<file path="src/rtl/token_pkg.sv">
// Shared encodings for the token classifier and its neighbouring stages:
// character kinds, token classes, FSM states and the class-decision helper.
package token_pkg;

    // Kind of a single input character.
    typedef enum logic [1:0] {
        KIND_DELIM  = 2'd0,
        KIND_LETTER = 2'd1,
        KIND_DIGIT  = 2'd2
    } kind_e;

    // Class reported with each emitted token record.
    typedef enum logic [1:0] {
        CLS_WORD     = 2'd0,
        CLS_ID_NUM   = 2'd1,
        CLS_ID_ALPHA = 2'd2,
        CLS_NUMBER   = 2'd3
    } class_e;

    // Tokenizer FSM states.
    typedef enum logic {
        ST_IDLE   = 1'b0,
        ST_IN_TOK = 1'b1
    } state_e;

    // ASCII range bounds used by the character decoder.
    localparam logic [7:0] ASCII_0       = 8'h30;
    localparam logic [7:0] ASCII_9       = 8'h39;
    localparam logic [7:0] ASCII_UPPER_A = 8'h41;
    localparam logic [7:0] ASCII_UPPER_Z = 8'h5A;
    localparam logic [7:0] ASCII_LOWER_A = 8'h61;
    localparam logic [7:0] ASCII_LOWER_Z = 8'h7A;

    // Class priority: a leading digit makes a number, otherwise a trailing
    // digit makes a numbered identifier, otherwise any embedded digit makes
    // an alphanumeric identifier, and a token with no digits is a word.
    function automatic class_e classify(input kind_e first_kind,
                                        input kind_e last_kind,
                                        input logic  saw_digit);
        class_e cls;
        if (first_kind == KIND_DIGIT) begin
            cls = CLS_NUMBER;
        end else if (last_kind == KIND_DIGIT) begin
            cls = CLS_ID_NUM;
        end else if (saw_digit) begin
            cls = CLS_ID_ALPHA;
        end else begin
            cls = CLS_WORD;
        end
        return cls;
    endfunction

endpackage

</file>
<file path="src/rtl/token_classifier_char_kind.sv">
// Combinational ASCII decoder: maps one 8-bit code to LETTER, DIGIT or DELIM.
// Codes outside the letter and digit ranges (including NUL and the upper
// half of the code space) are delimiters.
module char_kind
    import token_pkg::*;
(
    input  logic [7:0] code_i,
    output kind_e      kind_o
);

    logic is_upper;
    logic is_lower;
    logic is_digit;

    assign is_upper = (code_i >= ASCII_UPPER_A) && (code_i <= ASCII_UPPER_Z);
    assign is_lower = (code_i >= ASCII_LOWER_A) && (code_i <= ASCII_LOWER_Z);
    assign is_digit = (code_i >= ASCII_0)       && (code_i <= ASCII_9);

    // Decode the character kind; delimiter is the fallback for every other code.
    always_comb begin
        // NOTE: assigning a default first means every path drives kind_o, so
        // no latch is inferred even if a branch is later removed.
        kind_o = KIND_DELIM;
        if (is_upper || is_lower) begin
            kind_o = KIND_LETTER;
        end else if (is_digit) begin
            kind_o = KIND_DIGIT;
        end
    end

endmodule

</file>
<file path="src/rtl/token_classifier.sv">
// Token classifier: splits a character stream into delimiter-separated
// tokens and emits one record (class, saturating length, overflow flag) per
// terminated token through a one-deep output register with valid/ready
// handshake. Also counts emitted ID_NUM records.
module token_classifier
    import token_pkg::*;
#(
    parameter int LEN_W = 6,
    parameter int CNT_W = 16
) (
    input  logic             clk,
    input  logic             reset,
    input  logic [7:0]       char,
    input  logic             in_valid,
    output logic             in_ready,
    output logic [1:0]       tok_class,
    output logic [LEN_W-1:0] tok_len,
    output logic             tok_ovf,
    output logic             out_valid,
    input  logic             out_ready,
    output logic [CNT_W-1:0] id_num_count
);

    localparam logic [LEN_W-1:0] LEN_MAX = {LEN_W{1'b1}};

    // Current character kind from the shared decoder.
    kind_e cur_kind;

    char_kind u_char_kind (
        .code_i (char),
        .kind_o (cur_kind)
    );

    // Tokenizer state and per-token accumulators.
    state_e           state_q,      state_d;
    logic [LEN_W-1:0] len_q,        len_d;
    logic             ovf_q,        ovf_d;
    kind_e            first_kind_q, first_kind_d;
    kind_e            last_kind_q,  last_kind_d;
    logic             saw_digit_q,  saw_digit_d;

    // Output record register and ID_NUM counter.
    logic             out_valid_q,  out_valid_d;
    class_e           out_class_q,  out_class_d;
    logic [LEN_W-1:0] out_len_q,    out_len_d;
    logic             out_ovf_q,    out_ovf_d;
    logic [CNT_W-1:0] id_cnt_q,     id_cnt_d;

    logic   accept;
    logic   load_rec;
    class_e rec_class;

    // A free output slot, or one being drained this edge, lets a char in.
    assign in_ready = ~out_valid_q | out_ready;
    assign accept   = in_valid & in_ready;

    // A delimiter accepted inside a token closes it and loads a record.
    assign load_rec  = accept && (state_q == ST_IN_TOK) && (cur_kind == KIND_DELIM);
    assign rec_class = classify(first_kind_q, last_kind_q, saw_digit_q);

    // Next-state logic for the tokenizer FSM and its accumulators.
    always_comb begin
        state_d      = state_q;
        len_d        = len_q;
        ovf_d        = ovf_q;
        first_kind_d = first_kind_q;
        last_kind_d  = last_kind_q;
        saw_digit_d  = saw_digit_q;

        case (state_q)
            ST_IDLE: begin
                if (accept && (cur_kind != KIND_DELIM)) begin
                    state_d      = ST_IN_TOK;
                    len_d        = LEN_W'(1);
                    ovf_d        = 1'b0;
                    first_kind_d = cur_kind;
                    last_kind_d  = cur_kind;
                    saw_digit_d  = (cur_kind == KIND_DIGIT);
                end
            end
            ST_IN_TOK: begin
                if (accept) begin
                    if (cur_kind == KIND_DELIM) begin
                        // Record is captured from the _q values this edge;
                        // the accumulators start clean for the next token.
                        state_d      = ST_IDLE;
                        len_d        = '0;
                        ovf_d        = 1'b0;
                        first_kind_d = KIND_DELIM;
                        last_kind_d  = KIND_DELIM;
                        saw_digit_d  = 1'b0;
                    end else begin
                        if (len_q == LEN_MAX) begin
                            ovf_d = 1'b1;
                        end else begin
                            len_d = len_q + LEN_W'(1);
                        end
                        last_kind_d = cur_kind;
                        saw_digit_d = saw_digit_q | (cur_kind == KIND_DIGIT);
                    end
                end
            end
            default: begin
                state_d = ST_IDLE;
            end
        endcase
    end

    // Next-state logic for the output record register and ID_NUM counter.
    always_comb begin
        out_valid_d = out_valid_q;
        out_class_d = out_class_q;
        out_len_d   = out_len_q;
        out_ovf_d   = out_ovf_q;
        id_cnt_d    = id_cnt_q;

        if (load_rec) begin
            // Covers drain-and-reload on the same edge: valid stays high.
            out_valid_d = 1'b1;
            out_class_d = rec_class;
            out_len_d   = len_q;
            out_ovf_d   = ovf_q;
            if (rec_class == CLS_ID_NUM) begin
                id_cnt_d = id_cnt_q + CNT_W'(1);
            end
        end else if (out_ready) begin
            out_valid_d = 1'b0;
        end
    end

    // Single state register for the FSM, accumulators and registered outputs.
    always_ff @(posedge clk or posedge reset) begin
        if (reset) begin
            state_q      <= ST_IDLE;
            len_q        <= '0;
            ovf_q        <= 1'b0;
            first_kind_q <= KIND_DELIM;
            last_kind_q  <= KIND_DELIM;
            saw_digit_q  <= 1'b0;
            out_valid_q  <= 1'b0;
            out_class_q  <= CLS_WORD;
            out_len_q    <= '0;
            out_ovf_q    <= 1'b0;
            id_cnt_q     <= '0;
        end else begin
            // NOTE: non-blocking assignments here so every register samples
            // the pre-edge values; blocking would chain updates within one edge.
            state_q      <= state_d;
            len_q        <= len_d;
            ovf_q        <= ovf_d;
            first_kind_q <= first_kind_d;
            last_kind_q  <= last_kind_d;
            saw_digit_q  <= saw_digit_d;
            out_valid_q  <= out_valid_d;
            out_class_q  <= out_class_d;
            out_len_q    <= out_len_d;
            out_ovf_q    <= out_ovf_d;
            id_cnt_q     <= id_cnt_d;
        end
    end

    assign out_valid    = out_valid_q;
    assign tok_class    = out_class_q;
    assign tok_len      = out_len_q;
    assign tok_ovf      = out_ovf_q;
    assign id_num_count = id_cnt_q;

endmodule

</file>
<file path="config.mk">
export PLATFORM = sky130hd
export DESIGN_NAME = token_classifier
export DESIGN_NICKNAME = d
export VERILOG_FILES = /design/src/rtl/token_pkg.sv /design/src/rtl/token_classifier_char_kind.sv /design/src/rtl/token_classifier.sv
export SDC_FILE = /design/constraint.sdc
export NUM_CORES = 1
export LEC_CHECK = 0
export ABC_CLOCK_PERIOD_IN_PS = 1770
export CORE_ASPECT_RATIO = 0.9
export CORE_MARGIN = 4
export CORE_UTILIZATION = 46
export DETAILED_ROUTE_END_ITERATION = 8
export PLACE_DENSITY = 0.75
export SLEW_MARGIN = 15
export SYNTH_ARGS = -nofsm -noshare
export SYNTH_HDL_FRONTEND = slang
export SYNTH_SLANG_ARGS = --single-unit
</file>
<file path="constraint.sdc">
create_clock -name clk -period 1.77 [get_ports clk]
set_input_delay 0.177 -clock clk [delete_from_list [all_inputs] [get_ports clk]]
set_output_delay 0.177 -clock clk [all_outputs]
set_load 0.01 [all_outputs]
</file>
# --- Word-level counts from Yosys, hierarchy flattened ---
# Cells that the tools add are included.
word_totals:
  in_bits: 12
  out_inout_bits: 27
  memories: 0
  regBits: 39
  latchBits: 0
  elab_cells: 81
  mem_bits_rw: 0
  mem_bits_ro: 0
classes:
  reduce_logical: 15
  magnitude_cmp: 6
  eq_ne: 10
  shift: 0
  div: 0
  addsub: 2
  multipliers: 0
  mux: 32
  n_bitwise: 5
op_table:
  columns: ["cell", "count"]
  rows:
  - ["$mux W6", 4]
  - ["$mux W2", 10]
  - ["$add A16 B1 Y16 const B", 1]
  - ["$ge A8 B7 Y1 const B", 2]
  - ["$le A8 B7 Y1 const B", 2]
  - ["$mux W1", 12]
  - ["$pmux W6 S2", 1]
  - ["$reduce_and A3 Y1", 3]
  - ["$ge A8 B6 Y1 const B", 1]
  - ["$le A8 B6 Y1 const B", 1]
  - ["$pmux W2 S2", 2]
  - ["$add A6 B1 Y6 const B", 1]
  - ["$eq A2 B2 Y1 const B", 3]
  - ["$eq A6 B6 Y1 const B", 1]
  - ["$logic_and A1 B1 Y1", 6]
  - ["$pmux W1 S2", 3]
  - ["$ne A2 B1 Y1 const B", 2]
  - ["$reduce_and A2 Y1", 2]
  - ["$reduce_bool A2 Y1", 2]
  - ["$ne A3 B1 Y1 const B", 1]
  - ["$ne A3 B3 Y1 const B", 1]
  - ["$eq A2 B1 Y1 const B", 1]
  - ["$logic_not A2 Y1", 1]
  - ["$ne A2 B2 Y1 const B", 1]
  - ["other kinds (4)", 6]

# --- Logic depth before layout (Yosys ltp) ---
depth:
  word_depth: 9
  ltp_mapped: 7
  mapped_depth_nobuf: 6

# --- Cells and area by module ---
# A second synthesis with hierarchy kept.
unflattened:
  hier_cells: 178
  area_unflattened_um2: 1893.1
modules_own_cells:
  columns: ["module", "instances", "cells_per_inst", "seq_area_each_um2", "area_each_um2"]
  rows:
  - ["token_classifier", 1, 170, 975.9, 1845.5]
  - ["char_kind", 1, 8, 0.0, 47.5]

# --- Worst setup path after synthesis ---
# Ideal clock, no wire load.
synth_path:
  kind: "register to register"
  startpoint: "reg out_valid_q, in the netlist out_valid"
  endpoint: "reg id_cnt_q[12], in the netlist id_num_count[12]"
  setup_slack_ns: -0.237
  path_stages_with_launch: 7
  path_buffers: 1
  arrival_time_ns: 1.927
  period_less_slack_ns: 2.007
  required_time_ns: 1.691
  setup_time_ns: 0.079
  cell_sequence: "dfrtp_1 > nand2b_1 > clkbuf_1 > nand2_1 > or4b_4 > nor4b_2 > xor2_1"
synth_between:
  elab_chain_cells: 6
synth_lines:
  columns: ["element", "line_no", "rtl"]
  rows:
  - ["start, declared", "token_classifier.sv:43", "logic out_valid_q, out_valid_d;"]
  - ["start signal, assigned", "token_classifier.sv:154", "out_valid_q <= out_valid_d;"]
  - ["$not A1 Y1", "token_classifier.sv:54", "assign in_ready = ~out_valid_q | out_ready;"]
  - ["$or A1 B1 Y1", "token_classifier.sv:54", null]
  - ["net in_ready", "token_classifier.sv:15", "output logic in_ready,"]
  - ["$and A1 B1 Y1", "token_classifier.sv:55", "assign accept = in_valid & in_ready;"]
  - ["$logic_and A1 B1 Y1 (2 in a row)", "token_classifier.sv:58", "assign load_rec = accept && (state_q == ST_IN_TOK) && (cur_kind == KIND_DELIM);"]
  - ["$reduce_and A2 Y1 (no line)", null, null]
  - ["end signal, assigned", "token_classifier.sv:158", "id_cnt_q <= id_cnt_d;"]
  - ["end, declared", "token_classifier.sv:47", "logic [CNT_W-1:0] id_cnt_q, id_cnt_d;"]
# The timed path passes the listed nets, and every way through them passes these cells.
# A chain may end at the register's enable or synchronous reset.

# --- Final worst setup path ---
layout_path:
  startpoint: "reg last_kind_q[0]"
  endpoint: "reg id_cnt_q[12], in the netlist id_num_count[12]"
layout_between:
  elab_chain_cells: 5
layout_lines:
  columns: ["element", "line_no", "rtl"]
  rows:
  - ["start, declared", "token_classifier.sv:39", "kind_e last_kind_q, last_kind_d;"]
  - ["start signal, assigned", "token_classifier.sv:152", "last_kind_q <= last_kind_d;"]
  - ["$eq A2 B2 Y1", "token_pkg.sv:43", "end else if (last_kind == KIND_DIGIT) begin"]
  - ["$mux W2", "token_pkg.sv:43", null]
  - ["$mux W2", "token_pkg.sv:41", "if (first_kind == KIND_DIGIT) begin"]
  - ["$eq A2 B1 Y1", "token_classifier.sv:123", "if (rec_class == CLS_ID_NUM) begin"]
  - ["$reduce_and A2 Y1 (no line)", null, null]
# No other way between the ends.

==> flow_summary.ini <==
[die]
rows = 22
die_area_um2 = 5340
ios = 39
start_util_pct = 47.8
die_x_um = 76.6
die_h_um = 69.7
design.core.area_um2 = 4070

[routing]
drc = 0
totalWireLength_mm = 4.82
vias = 1734
antenna_left = 0
wl_per_cell_um = 15.2
drt_pass1_iterations = 4
vias_per_cell = 5.47
dr.first_iter.drc_count = 86

[flow_run]
drv_cap = 0

[global_routing]
gr-usage-all-layers_pct = 19.2
antenna_found_initial = 0
grt_pass1_vias = 1815
grt_max_degree = 40
overflow = 0
grt_first_pass_wirelength_mm = 8.29

[timing]
rsz0062_at_grt = yes
finalSetupViolCount = 12
period_minus_slack_ns = 1.98
maxSlewViolCount = 0
finalHoldViolCount = 0
clock_skew_ns = 0.00703
fin_ws_ns = -0.207
worst_pin_slew_ns = 0.526
relSlewSlack_pct = 64.9
fmax_ghz = 0.506
min_period_over_period_pct = 112

[clock_network]
clock_latency_ns = 0.30
cts_tree = built
cts-root-buf = clkbuf_8
cts_buffers = 5
cts_buffer_depth = 2
cts.sinks = 39
cts-htree-levels = 2
cts.clk_slew.worst_paths_ns = 0.08

[worst_setup_path]
crit_type = flop to flop
critPathMaxStageDelay_ns = 0.59
worstPathArrival_ns = 2.20
cp_slowest_cell = or4b_4
critical-path-top-delay-family = simple AND/OR/NAND/NOR gates
cp_data_required_time_ns = 1.99
critical_path_buf_inv_count = 0
worst-r2r-cell-count = 5
cp-end-kind = flop
path_max_fanout = 5
cp_num_cells = 5
crit_chain = nand2b_4, or3b_4, or4b_4, nor4b_4, xor2_1
start_kind = flop

[logic_synthesis]
yosys.area.top_type = dfrtp_1
syn_area_um2 = 1950
syn_nets = 199
synth_commonest_cells = dfrtp_1, nand2_1, nor2_1
synthTopCellsByArea = dfrtp_1, xor2_1, mux2_2
async_reset_ff_share_pct = 100
yosysMostFrequentCell = dfrtp_1
synth_seq_cells = 39
yosysSeqAreaShare_pct = 50.1
ys_warn_count = 0
ys.flop_type = dfrtp_1
synth_cell_types = 43
netlist_instances = 185
synth_top_cell_area_share_pct = 50.1
synth_edf_count = 0
avgSynthCellArea_um2 = 10.5

[place]
dp_hpwl_mm = 3.35
port_buffers = 38
dpl_cell_area_um2 = 2670
dp_slack_ns = -0.518
gp_congestion = 0.810

[power]
power_density_nw_per_um2 = 818
leakagePower_uw = 0.00139
p_clk_share_pct = 31.1
pwr-share-seq_pct = 43.1
power_frac_comb_pct = 25.8
p_int_uw = 1740
peakVddDrop_mv = 0.635
p_switching_uw = 675
p_sw_share_pct = 27.9

[final_layout]
area_growth_pct = 51.6
stdcell_area_um2 = 2950
drive_gt1_share_pct = 31.2
fin_nets = 282
num-fill-cells = 279
diodes = 0

[status]
status = complete, but fails checks
violations = negative setup slack

[hold_path]
hold_path.class = primary input to async pin
cell usage in the layout, fill, tap and decap left out, drive strengths merged, types with 2 or more instances in the layout:
master,n
nor4,3
xor2,10
nor2,11
nand2b,4
dfrtp,39
mux2i,2
clkbuf,5
inv,7
ha,2
nor3,7
xnor2,6
and3,5
dlygate4sd2,4
clkdlybuf4s50,33
a211oi,2
mux2,7
nand3,8
o2bb2ai,4
nand2,15
o21ai,12
buf,43
clkinv,2
a21o,4
nor4b,2
a21oi,7
nand4,7
a22o,3
cell type report:
| cell class | count | area (um2) | area share, % |
|---|---|---|---|
| Multi-Input combinational cell | 134 | 1060 | 35.8 |
| Sequential cell | 39 | 976 | 33.1 |
| Timing Repair Buffer | 81 | 716 | 24.2 |
| Clock buffer | 5 | 68.8 | 2.33 |
| Tap cell | 48 | 60.1 | 2.03 |
| Clock inverter | 3 | 43.8 | 1.48 |
| Inverter | 7 | 31.3 | 1.06 |
cell families (layout without fill, tap and decap cells):
logic type      Yosys count  in the layout  synth area share [%]
mux                       9              9                  5.07
flops                    39             39                  50.1
compound gates           39             39                  13.7
fa+ha+maj                 2              2                  1.28
buf+inv                  12             96                  3.02
xor+xnor                 16             16                  7.19
simple gates             68             68                  19.7
worst paths after layout:
path	start	end	slack [ns]
max reg2reg	last_kind_q[0]$_DFFE_PP0P_	id_num_count[12]$_DFFE_PP0P_	-0.21
max	last_kind_q[0]$_DFFE_PP0P_	id_num_count[12]$_DFFE_PP0P_	-0.21
min	reset	id_num_count[3]$_DFFE_PP0P_	0.29
min reg2reg	id_num_count[15]$_DFFE_PP0P_	id_num_count[15]$_DFFE_PP0P_	0.48
min in group clk	id_num_count[15]$_DFFE_PP0P_	id_num_count[15]$_DFFE_PP0P_	0.48
max in group asynchronous	reset	first_kind_q[1]$_DFFE_PP0P_	1.14
flip-flops by register name, indices dropped and copies added (netlist names), named ones only:
register / flops
last_kind_q: 2
tok_class: 2
out_valid: 1
tok_ovf: 1
ovf_q: 1
len_q: 6
first_kind_q: 2
id_num_count: 16
tok_len: 6
stage by stage:
stage / power (uW) / utilization (%) / std cells / TNS [ns] / hold WS, ns
3_3_place_gp: 1630 / 65.5 / 303 / -12.54 / 0.460
3_5_place_dp: 1640 / 65.5 / 303 / -13.91 / 0.469
4_1_cts: 2410 / 71.0 / 313 / -1.11 / 0.305
2_1_floorplan: 1320 / - / 185 / -0.589 / 0.382
5_1_grt: 2540 / 72.5 / 317 / -2.03 / 0.339
6_report: 2420 / 72.5 / 317 / -1.24 / 0.288
power groups by stage:
stage	Clock [uW]	Combinational [uW]	Sequential, uW
3_3_place_gp	0	571	1060
3_5_place_dp	0	582	1060
2_1_floorplan	0	219	1100
4_1_cts	762	606	1050
5_1_grt	808	682	1050
6_report	751	623	1040
tightest hold or removal path, delay by kind of cell:
| kind | cells | cell delay [ns] |
|---|---|---|
| buffers and inverters | 3 | 0.86 |
timing repair:
action                                  4_1_cts  5_1_grt
endpoints found under the setup margin       34       27
setup buffers                                 2        4
pin swaps                                     7        6
endpoints found under the hold margin         0        0
gates resized for setup                      24        6
hold buffers                                  0        0
layer usage:
metal  track usage (%)  wire length (um)  vias to the layer above
li1                  -                 -                      835
met1              23.9              2100                      836
met2              31.1              2340                       52
met3              6.75               281                       11
met4              6.04                92                        0
met5                 0                 0                        -
(Power assumes the default switching activity.)
==> RTL edit 1, RTL diff (same settings) <==
The 3 values of `kind_e` get a one-hot encoding in 3 bits.
--- a/src/rtl/token_pkg.sv
+++ b/src/rtl/token_pkg.sv
@@ -4,8 +4,8 @@
 
     // Kind of a single input character.
-    typedef enum logic [1:0] {
-        KIND_DELIM  = 2'd0,
-        KIND_LETTER = 2'd1,
-        KIND_DIGIT  = 2'd2
+    typedef enum logic [2:0] {
+        KIND_DELIM  = 3'b001,
+        KIND_LETTER = 3'b010,
+        KIND_DIGIT  = 3'b100
     } kind_e;
 
Function: same outputs for any inputs over 10 cycles, from zero or initial values and one cycle with reset high; not proved beyond that.
==> RTL edit 1 against the unedited design <==
- worst setup slack better by 0.23 ns
- synthesized cell count is 5.4% higher
- global-route usage is 1.4 points higher
- design area is 3.4% higher
- die area is 6.2% higher
- wire length is 17% higher
- total power is 4.8% lower
- sequential cell count is 2 higher
- via count is 7.4% higher
- area after synthesis is 6.9% higher
- largest power group unchanged
==> RTL edit 1: results (changes against the unedited design) <==
status:
  status: "finished clean"
yosys:
  synth_area_leaders: "dfrtp_1, xor2_1, mux2_2"
  syn_avg_cell_area_sq_um: 10.7  # +1.5%
  yosys.cell_types.count: 50  # +16%
  synth_common_cells: "dfrtp_1, xor2_1, nor2_1"
  yosys-mux-area-fraction_pct: 6.31  # +1.2 points
  yosysSeqAreaShare_pct: 49.4  # -0.73 points
  synth_fa_ha_area_share_pct: 1.20  # -0.083 points
  yosys.area_share.xor_xnor_pct: 6.73  # -0.47 points
  syn_nets: 209  # +5.0%
grt:
  track_usage_pct: 20.6  # +1.4 points
  grt_max_degree: 42  # +5.0%
  grt_pass1_vias: 1871  # +3.1%
  grt_pass1_wl_microns: 9090  # +9.8%
timing:
  hold_ws_ns: 0.230  # -0.0587 ns
  period_needed_ns: 1.75  # -0.228 ns
  fin_worst_skew_ns: 0.00595  # -0.00108 ns
worst_setup_path:
  cp.arrival_ns: 1.93  # -0.27 ns
  timing.rr.end: "id_num_count[1]"
  cp_max_fo: 6  # +1
  critical_path.startpoint: "last_kind_q[1]"
  ff2ff_setup_slack_ns: 0.02  # +0.23 ns
routing:
  drt-total-wl_microns: 5640  # +17%
  drtIter0Drc: 137  # +59%
  vias_per_cell: 5.57  # +1.9%
cells_and_area:
  fin_nets: 287  # +1.8%
  drive_above_1_share_pct: 29.9  # -1.3 points
  instances_no_fill: 334  # +5.4%
placed_design:
  place_congestion: 0.823  # +1.6%
  place_ws_ns: -0.421  # +0.0975 ns
  place_area_sq_um: 2740  # +2.6%
  detailed_place_hpwl_microns: 3510  # +4.6%
power:
  power.net_switching_mw: 0.594  # -12%
  ir_drop_uv: 538  # -15%
  leakage_nw: 1.42  # +2.2%
[RTL edit 1: cell type report]
class,count,area (sq um)
multi-input combinational,143,1120
fill,312,1160
clock buffer,7,86.3
sequential,41,1030
clock inverter,1,30.0
inverter,5,18.8
tap,60,75.1
timing repair buffer,77,696
[RTL edit 1: worst max-delay path: stages, from the launching register on]
cell	delay, ns
dfrtp_1	0.40
or3b_4	0.41
nor2_4	0.14
nand3_1	0.11
buf_6	0.16
nor2_4	0.09
mux2_2	0.33
[RTL edit 1: repair_timing]
action / in CTS / in global routing
buffers inserted: 4 / 3
pin swaps: 10 / 13
gates resized for setup: 19 / 11
cloned: 1 / 1
endpoints found under the setup margin: 26 / 32
[RTL edit 1: power groups by stage]
stage          logic (mW)  registers, mW  clock network, mW
2_1_floorplan       0.190           1.10                  0
3_3_place_gp        0.391           1.08                  0
3_5_place_dp        0.403           1.09                  0
4_1_cts             0.424           1.07              0.805
5_1_grt             0.475           1.08              0.838
6_report            0.438           1.07              0.789
[RTL edit 1: logic make-up (layout without fill, tap and decap cells)]
logic type,after synthesis,count (layout)
AND/OR/NAND/NOR,80,81
multiplexers,12,12
flip-flops,41,41
buffers and inverters,12,90
AO/OA/AOI/OAI,32,32
XOR/XNOR,16,16
adder cells (fa/ha/maj),2,2
[RTL edit 1: routing by layer]
| layer | part of all wire [%] | routed length [microns] | track usage (%) | up-vias |
|---|---|---|---|---|
| met5 | 0 | 0 | 0 | - |
| met4 | 0.30 | 17 | 7.25 | 0 |
| met3 | 6.0 | 337 | 5.53 | 2 |
| met2 | 47 | 2650 | 30.6 | 71 |
| met1 | 47 | 2640 | 29.0 | 916 |
| li1 | - | - | - | 873 |
==> RTL edit 2, RTL diff (config.mk and constraints unchanged) <==
Made on the original files. `CNT_W`: 16 -> 32.
--- a/src/rtl/token_classifier.sv
+++ b/src/rtl/token_classifier.sv
@@ -7,5 +7,5 @@
 #(
     parameter int LEN_W = 6,
-    parameter int CNT_W = 16
+    parameter int CNT_W = 32
 ) (
     input  logic             clk,
Interface: changed (resized id_num_count); port bits go from 39 to 55. The function was not compared with the original's and may differ.
==> RTL edit 2 against the unedited design <==
- the run still ends with setup timing left
- wire length grew 23%
- total power grew 21%
- area after synthesis grew 34%
- sequential cell count grew 16
- design area grew 23%
- clock skew is essentially flat
- fmax grew 11%
- utilization shrank 4.8 points
- worst setup slack gained 0.20 ns
- count of clock-buffer cells in the layout grew 1
- critical path type is now input port to flop
- largest cell class is now sequential cells
- highest routed layer unchanged
==> RTL edit 2: results (changes against the unedited design) <==
timing:
  setup_tns_ns: -0.00782  # +1.23 ns
  slew_headroom_pct: 77.2  # +12 points
  setup_slack_ns: -0.00782  # +0.199 ns
  fin_worst_skew_ns: 0.00681  # -0.000211 ns
  setup_viol_count_final: 1  # -11
worst_setup_path:
  cp_max_fo: 2  # -3
  cpPeakStageDelay_ns: 0.52  # -0.07 ns
  critical_path.slowest_cell: "or4_4"
  reg2reg_depth: 6  # +1
  cp.arrival_ns: 1.97  # -0.23 ns
placed_design:
  dp.cells: 397  # +31%
  place_ws_ns: -0.616  # -0.0979 ns
  detailed_place_hpwl_microns: 4410  # +31%
  place_area_sq_um: 3480  # +30%
  place_congestion: 0.809  # about the same
  io_buffer_count: 54  # +42%
grt:
  use_met2_pct: 31.5  # +0.35 points
  grt_use_met3_pct: 3.61  # -3.1 points
  track_usage_pct: 18.4  # -0.78 points
  grtUsageMet1_pct: 23.5  # -0.39 points
  grt_max_degree: 23  # -43%
  grt_pass1_wl_microns: 10200  # +23%
power:
  power.net_switching_mw: 0.766  # +14%
  seq_power_share_pct: 49.3  # +6.2 points
  clockPowerShare_pct: 30.2  # -0.9 points
  leakage_nw: 1.63  # +17%
  power.total_mw: 2.92  # +21%
  ir_drop_uv: 536  # -16%
clock_tree:
  clock_tree.buffer_depth: 2  # unchanged
  post_cts_resized: 18  # -25%
  clockRootBuffer: "clkbuf_8"
  cts.clk_slew.worst_paths_ns: 0.10  # +0.02 ns
cells_and_area:
  final_area_sq_um: 3640  # +23%
  largest_reg_flops: 32  # +16
  drive_above_1_share_pct: 22.8  # -8.4 points
  fin_nets: 355  # +26%
  instances_no_fill: 409  # +29%
  fillCellCount: 425  # +52%
routing:
  drt-total-wl_microns: 5930  # +23%
  drtIter0Drc: 89  # +3.5%
  m1WireLength_microns: 2620  # +24%
  num_vias: 2188  # +26%
  wl_met2_microns: 3010  # +28%
  wl_met3_microns: 267  # -5.0%
yosys:
  ys_warn_count: 0  # unchanged
  yosysSeqAreaShare_pct: 52.8  # +2.7 points
  synth_common_cells: "dfrtp_1, xnor2_1, nand2_1"
  yosys.cell_types.count: 40  # -7.0%
  synth_fa_ha_area_share_pct: 0.960  # -0.32 points
  synth_compound_area_share_pct: 8.06  # -5.6 points
  syn_avg_cell_area_sq_um: 10.6  # +0.25%
  yosys.area_share.xor_xnor_pct: 10.7  # +3.6 points
  syn_nets: 261  # +31%
  synth_area_leaders: "dfrtp_1, xnor2_1, nand3_1"
  yosys-mux-area-fraction_pct: 3.60  # -1.5 points
status:
  status: "finished with violations"
  violations: "setup timing"
## RTL edit 2: cell types whose count changed in the layout (fill, tap and decap cells not counted), moves of 8 or more
cell	change
clkdlybuf4s50_1	+17
dfrtp_1	+15
nand2_1	+8
nand3_1	+15
xnor2_1	+22
## RTL edit 2: final timing paths
kind / startpoint / end / slack, ns
hold / removal: reset / id_num_count[26] / 0.14
setup / recovery: char[1] / id_num_count[1] / -0.008
max in group asynchronous: reset / first_kind_q[1] / 1.06
hold reg to reg: id_num_count[31] / id_num_count[31] / 0.47
setup reg to reg: out_valid / id_num_count[1] / 0.02
min in group clk: id_num_count[31] / id_num_count[31] / 0.47
## RTL edit 2: area by class of cell
class                   instances  share of cell area (%)
clock buffers                   6                    2.27
well taps                      67                    2.30
multi-input cells             179                    32.7
repair buffers                 97                    23.5
inverters                       3                   0.309
flip-flops and latches         55                    37.8
clock inverters                 2                    1.07
